File: config.mk
export PLATFORM = sky130hd
export DESIGN_NAME = ysyx_23060191_ifu
export DESIGN_NICKNAME = d
export VERILOG_FILES = /design/src/rtl/ysyx_23060191_ifu.sv
export SDC_FILE = /design/constraint.sdc
export NUM_CORES = 1
export LEC_CHECK = 0
export ABC_AREA = 1
export ABC_CLOCK_PERIOD_IN_PS = 5260
export BUFFER_PORTS_ARGS = -buffer_cell sky130_fd_sc_hd__buf_2
export CORE_MARGIN = 4
export CORE_UTILIZATION = 40
export CTS_CLUSTER_DIAMETER = 40
export DETAILED_ROUTE_END_ITERATION = 8
export PLACE_DENSITY = 0.67
export SLEW_MARGIN = 20
export SYNTH_ARGS = -nofsm -noshare
export SYNTH_HDL_FRONTEND = slang
export SYNTH_SLANG_ARGS = --single-unit
export TNS_END_PERCENT = 100
File: constraint.sdc
create_clock -name i_clk -period 5.26 [get_ports i_clk]
set_clock_uncertainty 0.2 [all_clocks]
set_input_delay 1.578 -clock i_clk [delete_from_list [all_inputs] [get_ports i_clk]]
set_output_delay 1.578 -clock i_clk [all_outputs]
set_load 0.005 [all_outputs]
File: src/rtl/ysyx_23060191_ifu.sv
// ysyx_23060191_ifu -- instruction fetch unit.
//
// Holds the architectural PC and fetches one instruction at a time. Each
// fetch runs through four states:
//   REQ    - issue a read on the request channel
//   WAIT   - wait for the response, or give up after TIMEOUT_CYC cycles
//   HOLD   - present the word to the decoder
//   PCWAIT - wait for the next PC from the PC-update unit
// A fetch that fails (bus error, timeout or misaligned next PC) presents
// NOP_INST with o_fetch_err set.
//
// Optional macro IFU_PERF_CNT_EN enables the o_fetch_cnt and o_stall_cnt
// performance counters. When it is undefined, both ports are tied to zero.
//
// Ports:
//   i_clk, i_rst                    clock (rising edge); synchronous active-high reset
//   o_req_valid/o_req_addr/i_req_ready   memory read request (address = PC)
//   i_rsp_valid/i_rsp_data/i_rsp_err     memory read response
//   o_inst/o_inst_pc/o_inst_valid/i_inst_ready  instruction to decode
//   o_fetch_err                     qualifies o_inst_valid; the fetch failed
//   i_pc_wen/i_next_pc              next PC from the PC-update unit
//   o_fetch_cnt/o_stall_cnt         completed fetches / cycles spent in WAIT
module ysyx_23060191_ifu #(
  parameter logic [31:0] RESET_PC    = 32'h8000_0000,
  parameter int unsigned TIMEOUT_CYC = 255,
  parameter logic [31:0] NOP_INST    = 32'h0000_0013
) (
  input  logic        i_clk,
  input  logic        i_rst,
  output logic        o_req_valid,
  output logic [31:0] o_req_addr,
  input  logic        i_req_ready,
  input  logic        i_rsp_valid,
  input  logic [31:0] i_rsp_data,
  input  logic        i_rsp_err,
  output logic [31:0] o_inst,
  output logic [31:0] o_inst_pc,
  output logic        o_inst_valid,
  input  logic        i_inst_ready,
  output logic        o_fetch_err,
  input  logic        i_pc_wen,
  input  logic [31:0] i_next_pc,
  output logic [31:0] o_fetch_cnt,
  output logic [31:0] o_stall_cnt
);

  typedef enum logic [1:0] {REQ, WAIT, HOLD, PCWAIT} state_t;

  // The timeout fires in the WAIT cycle whose counter value is TIMEOUT_CYC-1,
  // which makes that cycle the TIMEOUT_CYC-th one spent in WAIT.
  localparam logic [7:0] TO_LAST = 8'(TIMEOUT_CYC - 1);

  state_t      state, state_nxt;
  logic [31:0] pc, pc_nxt;
  logic [31:0] inst, inst_nxt;
  logic [31:0] inst_pc, inst_pc_nxt;
  logic        err, err_nxt;
  logic [7:0]  tcnt, tcnt_nxt;
  logic        take_pc;

  always_ff @(posedge i_clk) begin
    if (i_rst) begin
      state   <= REQ;
      pc      <= RESET_PC;
      inst    <= '0;
      inst_pc <= '0;
      err     <= 1'b0;
      tcnt    <= '0;
    end else begin
      state   <= state_nxt;
      pc      <= pc_nxt;
      inst    <= inst_nxt;
      inst_pc <= inst_pc_nxt;
      err     <= err_nxt;
      tcnt    <= tcnt_nxt;
    end
  end

  always_comb begin
    state_nxt   = state;
    pc_nxt      = pc;
    inst_nxt    = inst;
    inst_pc_nxt = inst_pc;
    err_nxt     = err;
    tcnt_nxt    = tcnt;
    take_pc     = 1'b0;

    case (state)
      REQ: begin
        if (i_req_ready) begin
          state_nxt = WAIT;
          tcnt_nxt  = '0;
        end
      end
      WAIT: begin
        tcnt_nxt = tcnt + 8'd1;
        // A response in the same cycle as the timeout takes priority.
        if (i_rsp_valid) begin
          inst_nxt    = i_rsp_err ? NOP_INST : i_rsp_data;
          inst_pc_nxt = pc;
          err_nxt     = i_rsp_err;
          state_nxt   = HOLD;
        end else if (tcnt == TO_LAST) begin
          inst_nxt    = NOP_INST;
          inst_pc_nxt = pc;
          err_nxt     = 1'b1;
          state_nxt   = HOLD;
        end
      end
      HOLD: begin
        if (i_inst_ready) begin
          state_nxt = PCWAIT;
          take_pc   = i_pc_wen;
        end
      end
      PCWAIT: begin
        take_pc = i_pc_wen;
      end
      default: state_nxt = REQ;
    endcase

    // Shared next-PC path: reached from PCWAIT, or directly from HOLD when the
    // decode handshake and the next PC arrive in the same cycle.
    if (take_pc) begin
      pc_nxt = i_next_pc;
      if (i_next_pc[1:0] != 2'b00) begin
        inst_nxt    = NOP_INST;
        inst_pc_nxt = i_next_pc;
        err_nxt     = 1'b1;
        state_nxt   = HOLD;
      end else begin
        state_nxt = REQ;
      end
    end
  end

  // Valid outputs are decoded from state and masked by reset so that they
  // read 0 while i_rst is held.
  assign o_req_valid  = (state == REQ) && !i_rst;
  assign o_inst_valid = (state == HOLD) && !i_rst;
  assign o_req_addr   = pc;
  assign o_inst       = inst;
  assign o_inst_pc    = inst_pc;
  assign o_fetch_err  = err;

`ifdef IFU_PERF_CNT_EN
  logic [31:0] fetch_cnt, stall_cnt;

  always_ff @(posedge i_clk) begin
    if (i_rst) begin
      fetch_cnt <= '0;
      stall_cnt <= '0;
    end else begin
      if (state == HOLD && i_inst_ready && fetch_cnt != '1)
        fetch_cnt <= fetch_cnt + 32'd1;
      if (state == WAIT && stall_cnt != '1)
        stall_cnt <= stall_cnt + 32'd1;
    end
  end

  assign o_fetch_cnt = fetch_cnt;
  assign o_stall_cnt = stall_cnt;
`else
  assign o_fetch_cnt = '0;
  assign o_stall_cnt = '0;
`endif

endmodule

---- Yosys cells after proc, flatten, opt, wreduce, memory -nomap -nowiden ----
Cells that the tools add are included.
storage, ports and cells
  memory bits (read-only) ................. 0
  memories ................................ 0
  register bits ........................... 107
  RAM bits ................................ 0
  input port bits ......................... 71
  word-level logic and storage cells ...... 51
  output and inout port bits .............. 163
  bits in latches ......................... 0
cells by class
  add/sub/neg operators ................... 1
  order comparisons ....................... 0
  muxes and demuxes ....................... 27
  equality and inequality tests ........... 8
  reduce and logical (&&, ||, !) cells .... 9
  divide/modulo/power cells ............... 0
  $mul .................................... 0
  bitwise gates (word level) .............. 0
  shift-type cells ........................ 0
operator list
  kind                                                 count
  two-way mux 32 bit                                   11
  case mux 8 bit (2 select lines)                      1
  two-way mux 2 bit                                    6
  adder 8 x 1 -> 8 bit, second input constant          1
  equality test 8 bit, second input constant           1
  two-way mux 8 bit                                    1
  two-way mux 1 bit                                    6
  inequality test 3 bit, second input constant         2
  case mux 2 bit (3 select lines)                      1
  equality test 2 bit, second input constant           2
  inequality test 4 bit, second input constant         1
  AND reduction 4 bit                                  1
  nonzero test 2 bit                                   2
  nonzero test 4 bit                                   1
  equality test 2 x 1 -> 1 bit, second input constant  1
  logical AND 1 bit                                    2
  logical NOT 2 bit                                    1
  inequality test 2 bit, second input constant         1
  case mux 1 bit (2 select lines)                      1
  AND reduction 2 bit                                  1
  logical NOT 1 bit                                    1

---- Depth between registers and ports, before layout ----
Gate-level depths: netlist of the first run.
  depth in word-level cells ............... 6
  mapped depth ............................ 13
  mapped depth without buffers ............ 12

---- Least setup slack after synthesis of the first run ----
No wires, ideal clock.
  path type ............................... in2out
  from .................................... input port i_rst
  to ...................................... output port o_inst_valid
  stages .................................. 2
  buffers on the path ..................... 1
  required time ........................... 3,482 ps
  arrival ................................. 1,920 ps
  path slack .............................. 1,562 ps
  cell sequence ........................... clkbuf_1 -> nor2_1
between the ends
  cells in the longest elaborated chain, start to end .. 2
RTL lines
  what                line  RTL
  start: declaration  29    input logic i_rst,
  logical NOT 1 bit   140   assign o_inst_valid = (state == HOLD) && !i_rst;
  logical AND 1 bit   140
  end: declaration    38    output logic o_inst_valid,
Every way passes these cells.

---- Worst setup path after layout of the first run ----
Ends and elaborated chain as after synthesis.

==> metrics.txt, run 1 <==
Reg2Reg Depth 12; area of the mapped netlist between 0.005 and 0.006 mm2; Synth Area in Compound Gates 0.2251; Synth async-reset ratio 0; Synth Area in Adders 0.01913; Final nets roughly 900; vias in the first global route 3819; worst path cell trace buf_2 -> nor2_1 -> buf_2; Reg2Reg Setup Slack between 2 and 2.5 ns; max incr delay on CP around 0.23 ns; TritonRoute pass-1 iters 4; Initial Util 0.4112; Hold Slack about 0.28 ns; Worst Path Max Fanout 13; initial antenna violation count 0; largest net degree at the start of global routing 71; DR DRC count 0; Clock Latency Late Sink about 0.34 ns; share of final-layout standard cells stronger than drive strength 1 0.2848; clk slew on worst S/H paths roughly 0.060 ns; Setup-failing EPs final 0; clk root buf clkbuf_16; Max Slew Vio Count 0; DP HPWL about 8.7 mm; CP arrival 2.02 ns; height of the die 122.4 um; htree depth 3; cell taking the most area after synthesis dfxtp_1; syn avg cell area approximately 7.9 um2; post-synth top area share 0.4095; total grt overflow 0; drt wl/cell 12.03 um; Final min period ~3.8 ns; number of cells produced by synthesis about 670; Hold Path Class flip-flop to flip-flop; CTS Sinks about 110; Final Instance Count excl. Fillers a little under 1000; setup ws final approximately 1.5 ns; die area about 0.015 mm2; ANT cells 0; Post-Route WL around 12 mm; # IOs between 200 and 250; Worst VDD drop approximately 270 uV; simple-gate share of the synthesized area 0.1277; CTS tree yes; gr usage total 0.1538; Synth Flop Type dfxtp_1; area grow syn2layout 18.58%; sequential-to-total area share from yosys stat 0.4095; f_max between 0.2 and 0.3 GHz; Power, Total around 0.0021 W; Vias/cell 4.369; max_cap viols 0; CP Capture Type primary output; Setup CP Type input pin to primary output; synthesized flop and latch total 107; pre-CTS WS around 1.4 ns; port bufs ~170; data required time at the worst endpoint roughly 3.5 ns; outcome complete, no violations; Post-DRT Antenna Nets 0; top cell family by delay on the critical path buffers and inverters; Placed Instances between 900 and 1000; cell row count between 40 and 50; Post-Synth XOR/XNOR Area 0.003348; Hold Crit Start tcnt[7]; CP max-delay cell buf_2; Die W between 100 and 150 um; Hold Violations, Final 0; CTS Buf Count 9; top cells by area, synth dfxtp_1 (41%), buf_4 (9.9%), inv_1 (7.9%), o211ai_2 (7.2%), nand2_1 (6.7%); first-pass GRT wire length 18.37 mm; CTS resizes 0; hold_buf cts 0; worst slew pin tran ~0.94 ns; largest family of logic cells by synthesized area compound AO/OA/AOI/OAI gates; synth cell count leaders inv_1 (110), dfxtp_1 (107), nand2_1 (93); RSZ-0062 raised after global routing no; mux contribution to synthesized area 0; # fillers around 1300; Distinct cells, synth 33; Core Region 0.01272 mm2; Ys Warns 0; worst hold path depth 2; Post-synth EDFFs 0; Endpoint, Worst Hold tcnt[7]; CTS Buffer Depth 2; Worst R2R End o_inst_pc[18]; via count between 4000 and 5000; WP buf/inv 2; most used cell, CP buf_2; crit start category input pin; setup_tns 0 ns; pwr dens approximately 340 mW/mm2; setup bufs post-CTS 0; LEAKAGE about 3.3 nW; count leader, synth inv_1; worst r2r src state[0]; initial DRC count 164; final worst-path cycle share 0.7219; placer's final routability congestion estimate ~0.8; Slew headroom 0.3720
kinds of logic (layout without fill, tap and decap cells):
family | Yosys count | after routing
and+or+nand+nor | 161 | 161
other | 1 | 64
AOI/OAI and AO/OA | 172 | 172
DFF | 107 | 107
buffers and inverters | 214 | 304
xor gates and xnor gates | 2 | 2
adders and majority gates | 8 | 8
area by class of cell:
type | instances | area (um2) | area share
multi-input combinational | 407 | 2222 | 0.3582
sequential | 107 | 2142 | 0.3453
timing repair buffer | 174 | 895.9 | 0.1444
inverter | 114 | 427.9 | 0.06898
clock buffer | 13 | 280.3 | 0.04518
tap | 172 | 215.2 | 0.03469
clock inverter | 3 | 20.02 | 0.003227
metrics by stage:
stage,utilization,area (um2)
2_1_floorplan,-,5468
5_1_grt,0.4876,6203
6_report,0.4876,6203
3_5_place_dp,0.4640,5903
4_1_cts,0.4876,6203
3_3_place_gp,0.4640,5903
worst min-delay path, cell delays in order, from the launching register on:
cell,delay [ns]
dfxtp_1,0.31
o21ai_0,0.07
a21oi_1,0.06
report_power, final:
part           internal [W]  switching [W]
combinational      0.000198       0.000344
sequential         0.000877      0.0000393
clock              0.000372       0.000294
worst max-delay path by stage:
stage                 startpoint            end  depth (start not counted)
floorplan                  i_rst   o_inst_valid                          2
global placement           i_rst        tcnt[5]                          6
detailed placement  i_inst_ready  o_inst_pc[18]                         11
CTS                        i_rst   o_inst_valid                          3
global route               i_rst   o_inst_valid                          3
finish                     i_rst   o_inst_valid                          3
registers in the layout, summed over array words and instances, names as in the netlist:
register,count
tcnt,8
o_inst,32
o_fetch_err,1
o_inst_pc,32
state,2
o_req_addr,32
routing by layer:
layer | GRT usage | share of wire | vias up
met5 | 0 | 0 | -
met2 | 0.2381 | 0.44 | 158
li1 | - | - | 2277
met3 | 0.08065 | 0.12 | 6
met1 | 0.1909 | 0.44 | 1884
met4 | 0.03359 | 0.0050 | 0
layout by cell type, fill, tap and decap left out, types with 3 or more instances in the layout:
| cell | n |
|---|---|
| nor2_1 | 46 |
| a21oi_1 | 42 |
| nand3_1 | 7 |
| ha_1 | 8 |
| clkbuf_16 | 9 |
| a22oi_1 | 29 |
| inv_1 | 110 |
| conb_1 | 64 |
| o211ai_2 | 30 |
| inv_2 | 3 |
| nand2_1 | 93 |
| buf_2 | 169 |
| clkbuf_8 | 4 |
| nand2_2 | 3 |
| buf_4 | 4 |
| o21bai_1 | 3 |
| dfxtp_1 | 107 |
| o21ai_0 | 63 |
No activity file was read; power rests on OpenSTA's default activity.
==> run 2: changes to the inputs <==
Settings changed: ABC_CLOCK_PERIOD_IN_PS 5260 to 3200, PLACE_DENSITY 0.67 to 0.69.
Clock period 5.26 ns to 3.2 ns, I/O delays scaled along.
==> metrics.txt, run 2 (same netlist as run 1, synthesis figures left out) <==
final instance area 0.006256 mm2; hold_buf cts 0; final worst-path cycle share 0.8039; Core Region around 0.013 mm2; CTS Buffer Depth 2; Reg2Reg Depth 13; drt wl/cell ~12 um; CP Capture Type primary output; pwr dens ~560 mW/mm2; area grow syn2layout 19.59%; Reg2Reg Setup Slack 0.91 ns; height of the die 122.4 um; die area ~0.015 mm2; htree depth 3; Power, Total approximately 0.0035 W; clk slew on worst S/H paths 0.07 ns; Vias/cell 4.369; TritonRoute pass-1 iters 4; max_cap viols 0; # fillers approximately 1300; CTS Sinks approximately 110; commonest non-fill, non-tap cells in the layout buf_2 (169), inv_1 (110), dfxtp_1 (107); port bufs around 170; DR DRC count 0; Post-DRT Antenna Nets 0; total grt overflow 0; Worst Path Max Fanout 6; placer's final routability congestion estimate approximately 0.75; Endpoint, Worst Hold o_req_addr[1]; crit start category flip-flop; worst hold path depth 2; commonest non-fill, non-tap cell in the layout buf_2; RSZ-0062 raised after global routing no; Clock Latency Late Sink between 0.3 and 0.4 ns; outcome complete, no violations; Post-Route WL roughly 12 mm; CTS tree yes; most used cell, CP inv_1; CP arrival 1.41 ns; f_max slightly below 0.4 GHz; initial antenna violation count 1; pre-CTS WS a little under 0.6 ns; Max Slew Vio Count 0; max incr delay on CP 0.44 ns; Hold Path Class flip-flop to flip-flop; via count about 4300; CTS resizes 0; worst path cell trace inv_1 -> ha_1 -> inv_1 -> nor2_1 -> buf_2; LEAKAGE roughly 3.4 nW; Worst R2R End state[1]; gr usage total 0.1530; Final min period between 2 and 3 ns; initial DRC count between 150 and 200; Initial Util 0.4112; CTS Buf Count 9; largest net degree at the start of global routing 64; clk root buf clkbuf_16; Slew headroom 0.5267; first-pass GRT wire length 18.37 mm; setup bufs post-CTS 0; Final Util 0.4917; Setup-failing EPs final 0; DP HPWL between 8 and 9 mm; Final nets 897; worst r2r src state[0]; CP max-delay cell dfxtp_1; Die W about 120 um; Worst VDD drop 350.3 uV; vias in the first global route 3908; setup ws final between 0.6 and 0.7 ns; Setup CP Type flip-flop to primary output; Hold Violations, Final 0; # IOs ~230; data required time at the worst endpoint between 2 and 2.5 ns; setup_tns 0 ns; cell row count between 40 and 50; ANT cells 0; Area after DPL between 0.005 and 0.006 mm2; Hold Crit Start o_req_addr[1]; worst slew pin tran slightly above 0.7 ns; share of final-layout standard cells stronger than drive strength 1 0.2892
run 2: cell types whose count changed in the layout (fill, tap and decap cells not counted), sizes merged:
cell,previous run,this run
clkinv,2,5
clkbuf,13,9
clkinvlp,2,1
buf,174,179
bufinv,0,1
inv,113,114
run 2: metal layers:
metal  vias to the layer above  part of all wire  routed length (um)  GRT usage
met3                        13              0.11                1328    0.06866
met2                       147              0.45                5338     0.2467
met5                         -           0.00093                  11          0
li1                       2294                 -                   -          -
met4                         2             0.012                 137    0.04829
met1                      1891              0.43                5040     0.1829
run 2: cell type report:
| class | count | area, um2 | area share |
|---|---|---|---|
| clock buffers | 9 | 225.2 | 0.03600 |
| clock inverters | 7 | 77.57 | 0.01240 |
| inverters | 114 | 427.9 | 0.06840 |
| multi-input cells | 407 | 2222 | 0.3552 |
| flip-flops and latches | 107 | 2142 | 0.3424 |
| well taps | 172 | 215.2 | 0.03440 |
| repair buffers | 179 | 945.9 | 0.1512 |
run 2: where the power goes:
group          internal, W  switching [W]  leakage, nW
Clock             0.000612       0.000504        0.146
Combinational     0.000345       0.000564         2.35
Sequential         0.00144      0.0000658        0.865
run 2: worst max path at each step:
stage | start | endpoint | slack [ns] | cells past startpoint
after floorplan | i_rst | o_inst_valid | 0.74 | 2
after global placement | i_next_pc[0] | o_inst_pc[27] | 0.63 | 6
after detailed placement | i_inst_ready | state[0] | 0.59 | 12
after CTS | state[1] | o_req_valid | 0.61 | 5
after global routing | state[1] | o_req_valid | 0.49 | 5
final | state[1] | o_req_valid | 0.63 | 5
run 2: metrics by stage:
stage               hold slack (ns)  instances
floorplan                    0.2496        728
global placement             0.2627        979
detailed placement           0.2685        979
CTS                          0.2794        995
global route                 0.3007        995
finish                       0.2779        995
run 2: critical path: cells and delay by family (launching register included):
family	cells	cell delay, ns
DFF	1	0.44
and+or+nand+nor	1	0.04
adders and majority gates	1	0.24
buffers and inverters	3	0.35
==> run 3: changes to the inputs <==
Settings changed: ABC_AREA 1 to 0, ABC_CLOCK_PERIOD_IN_PS 3200 to 2700, PLACE_DENSITY 0.69 to 0.68.
Clock period 3.2 ns to 2.7 ns, I/O delays scaled along.
==> metrics.txt, run 3 <==
DR DRC count 0; worst slew pin tran roughly 0.66 ns; Vias/cell between 4 and 5; area of the mapped netlist 0.004835 mm2; clk root buf clkbuf_16; first-pass GRT wire length roughly 20 mm; TritonRoute pass-1 iters 5; Synth async-reset ratio 0; initial antenna violation count 0; Core Region roughly 0.012 mm2; count leader, synth nand2_1; Worst VDD drop between 300 and 400 uV; register area approximately 0.0021 mm2; DP HPWL between 9 and 10 mm; Clock Latency Late Sink about 0.34 ns; Max Slew Vio Count 0; data required time at the worst endpoint about 1.7 ns; Synth Flop Type dfxtp_1; Hold Slack 0.2708 ns; # fillers 1097; CTS resizes 0; die area between 0.01 and 0.015 mm2; CTS Buffer Depth 2; Distinct cells, synth between 40 and 50; Post-Route WL around 13 mm; Post-DRT Antenna Nets 0; vias in the first global route ~4100; setup bufs post-CTS 0; LEAKAGE 2.639 nW; max_cap viols 0; f_max 0.4014 GHz; initial DRC count roughly 400; CTS Buf Count 9; outcome complete, no violations; cell row count 39; RSZ-0062 raised after global routing no; Setup-failing EPs final 0; sequential-to-total area share from yosys stat 0.4431; Worst Path Max Fanout 6; final instance area between 0.005 and 0.006 mm2; number of cells produced by synthesis 574; CP arrival between 1 and 1.5 ns; via count roughly 4300; Post-synth EDFFs 0; Power, Total about 0.004 W; total grt overflow 0; # IOs 234; area grow syn2layout 21.17%; htree depth 3; pwr dens around 680 mW/mm2; setup_tns 0 ns; synth cell count leaders nand2_1 (132), dfxtp_1 (107), buf_4 (68); share of final-layout standard cells stronger than drive strength 1 0.2936; top cells by area, synth dfxtp_1 (44%), buf_4 (11%), nand2_1 (10%), nor2_1 (5.2%), a22oi_1 (4.7%); port bufs 169; Hold Violations, Final 0; placer's final routability congestion estimate between 0.8 and 0.9; Area after DPL 0.005543 mm2; largest net degree at the start of global routing 57; Placed Instances 856; commonest non-fill, non-tap cell in the layout buf_2; Ys Warns 0; cell taking the most area after synthesis dfxtp_1; hold_buf cts 0; final worst-path cycle share 0.9227; CTS tree yes; gr usage total 0.1746; Setup CP Type flip-flop to primary output; CP Capture Type primary output; clk slew on worst S/H paths approximately 0.070 ns; drt wl/cell about 14 um; Die W 117.9 um; Slew headroom 0.5609; CTS Sinks between 100 and 150; crit start category flip-flop; synthesized flop and latch total between 100 and 150; height of the die 117.9 um; Final min period ~2.5 ns; commonest non-fill, non-tap cells in the layout buf_2 (169), nand2_1 (132), dfxtp_1 (107); ANT cells 0; Final Instance Count excl. Fillers about 870; Final nets roughly 800; Initial Util 0.4163; area taken by multi-input logic gates between 0.002 and 0.0025 mm2; syn avg cell area ~8.4 um2; Hold Path Class flip-flop to flip-flop; post-synth top area share 0.4431
## run 3: cell types whose count changed in the layout (fill, tap and decap cells not counted), moves of 4 or more
cell,delta
a311oi_2,+11
nand2_1,+39
o211ai_2,-30
nand3_1,-6
nor2b_1,+4
o21ai_0,-59
inv_1,-107
a311oi_1,+20
nand2b_1,+4
nor2_1,+21
## run 3: final timing paths
path                                startpoint             end  slack, ns  cells after the start
worst min register to register  o_req_addr[29]  o_req_addr[29]       0.27                      2
worst max register to register        state[1]   o_inst_pc[21]       0.32                      7
worst min-delay path            o_req_addr[29]  o_req_addr[29]       0.27                      2
worst max-delay path                  state[0]     o_req_valid       0.21                      4
## run 3: critical path: stages, from the launching register on
cell and delay, ns:
dfxtp_1 0.35, inv_1 0.16, ha_1 0.28, nor2b_1 0.20, buf_2 0.14
## run 3: power by group
part | switching, W | internal [W]
Sequential | 0.0000741 | 0.00169
Clock | 0.000571 | 0.000798
Combinational | 0.000504 | 0.000353
## run 3: logic make-up after synthesis
family,synth area share
xor gates and xnor gates,0.005436
AOI/OAI and AO/OA,0.1905
muxes,0.01113
adders and majority gates,0.02070
buffers and inverters,0.1436
other,0.0007757
and+or+nand+nor,0.1848
DFF,0.4431
## run 3: area by class of cell
type / instances / area share
Multi-Input combinational cell: 423 / 0.3834
Sequential cell: 107 / 0.3657
Timing Repair Buffer: 180 / 0.1649
Clock buffer: 13 / 0.04613
Tap cell: 143 / 0.03054
Clock inverter: 3 / 0.007475
Inverter: 3 / 0.001922
## run 3: through the flow
| stage | util | worst slack [ns] |
|---|---|---|
| floorplan | - | 0.2585 |
| global placement | 0.4773 | 0.3775 |
| detailed placement | 0.4773 | 0.2910 |
| CTS | 0.5043 | 0.1776 |
| global route | 0.5044 | 0.07528 |
| finish | 0.5044 | 0.2087 |
## run 3: routing by layer
layer,track usage,up-vias,wire [um]
li1,-,2118,-
met1,0.2015,2034,5024
met2,0.2986,170,6312
met3,0.05526,22,872
met4,0.07253,0,291
met5,0,-,0
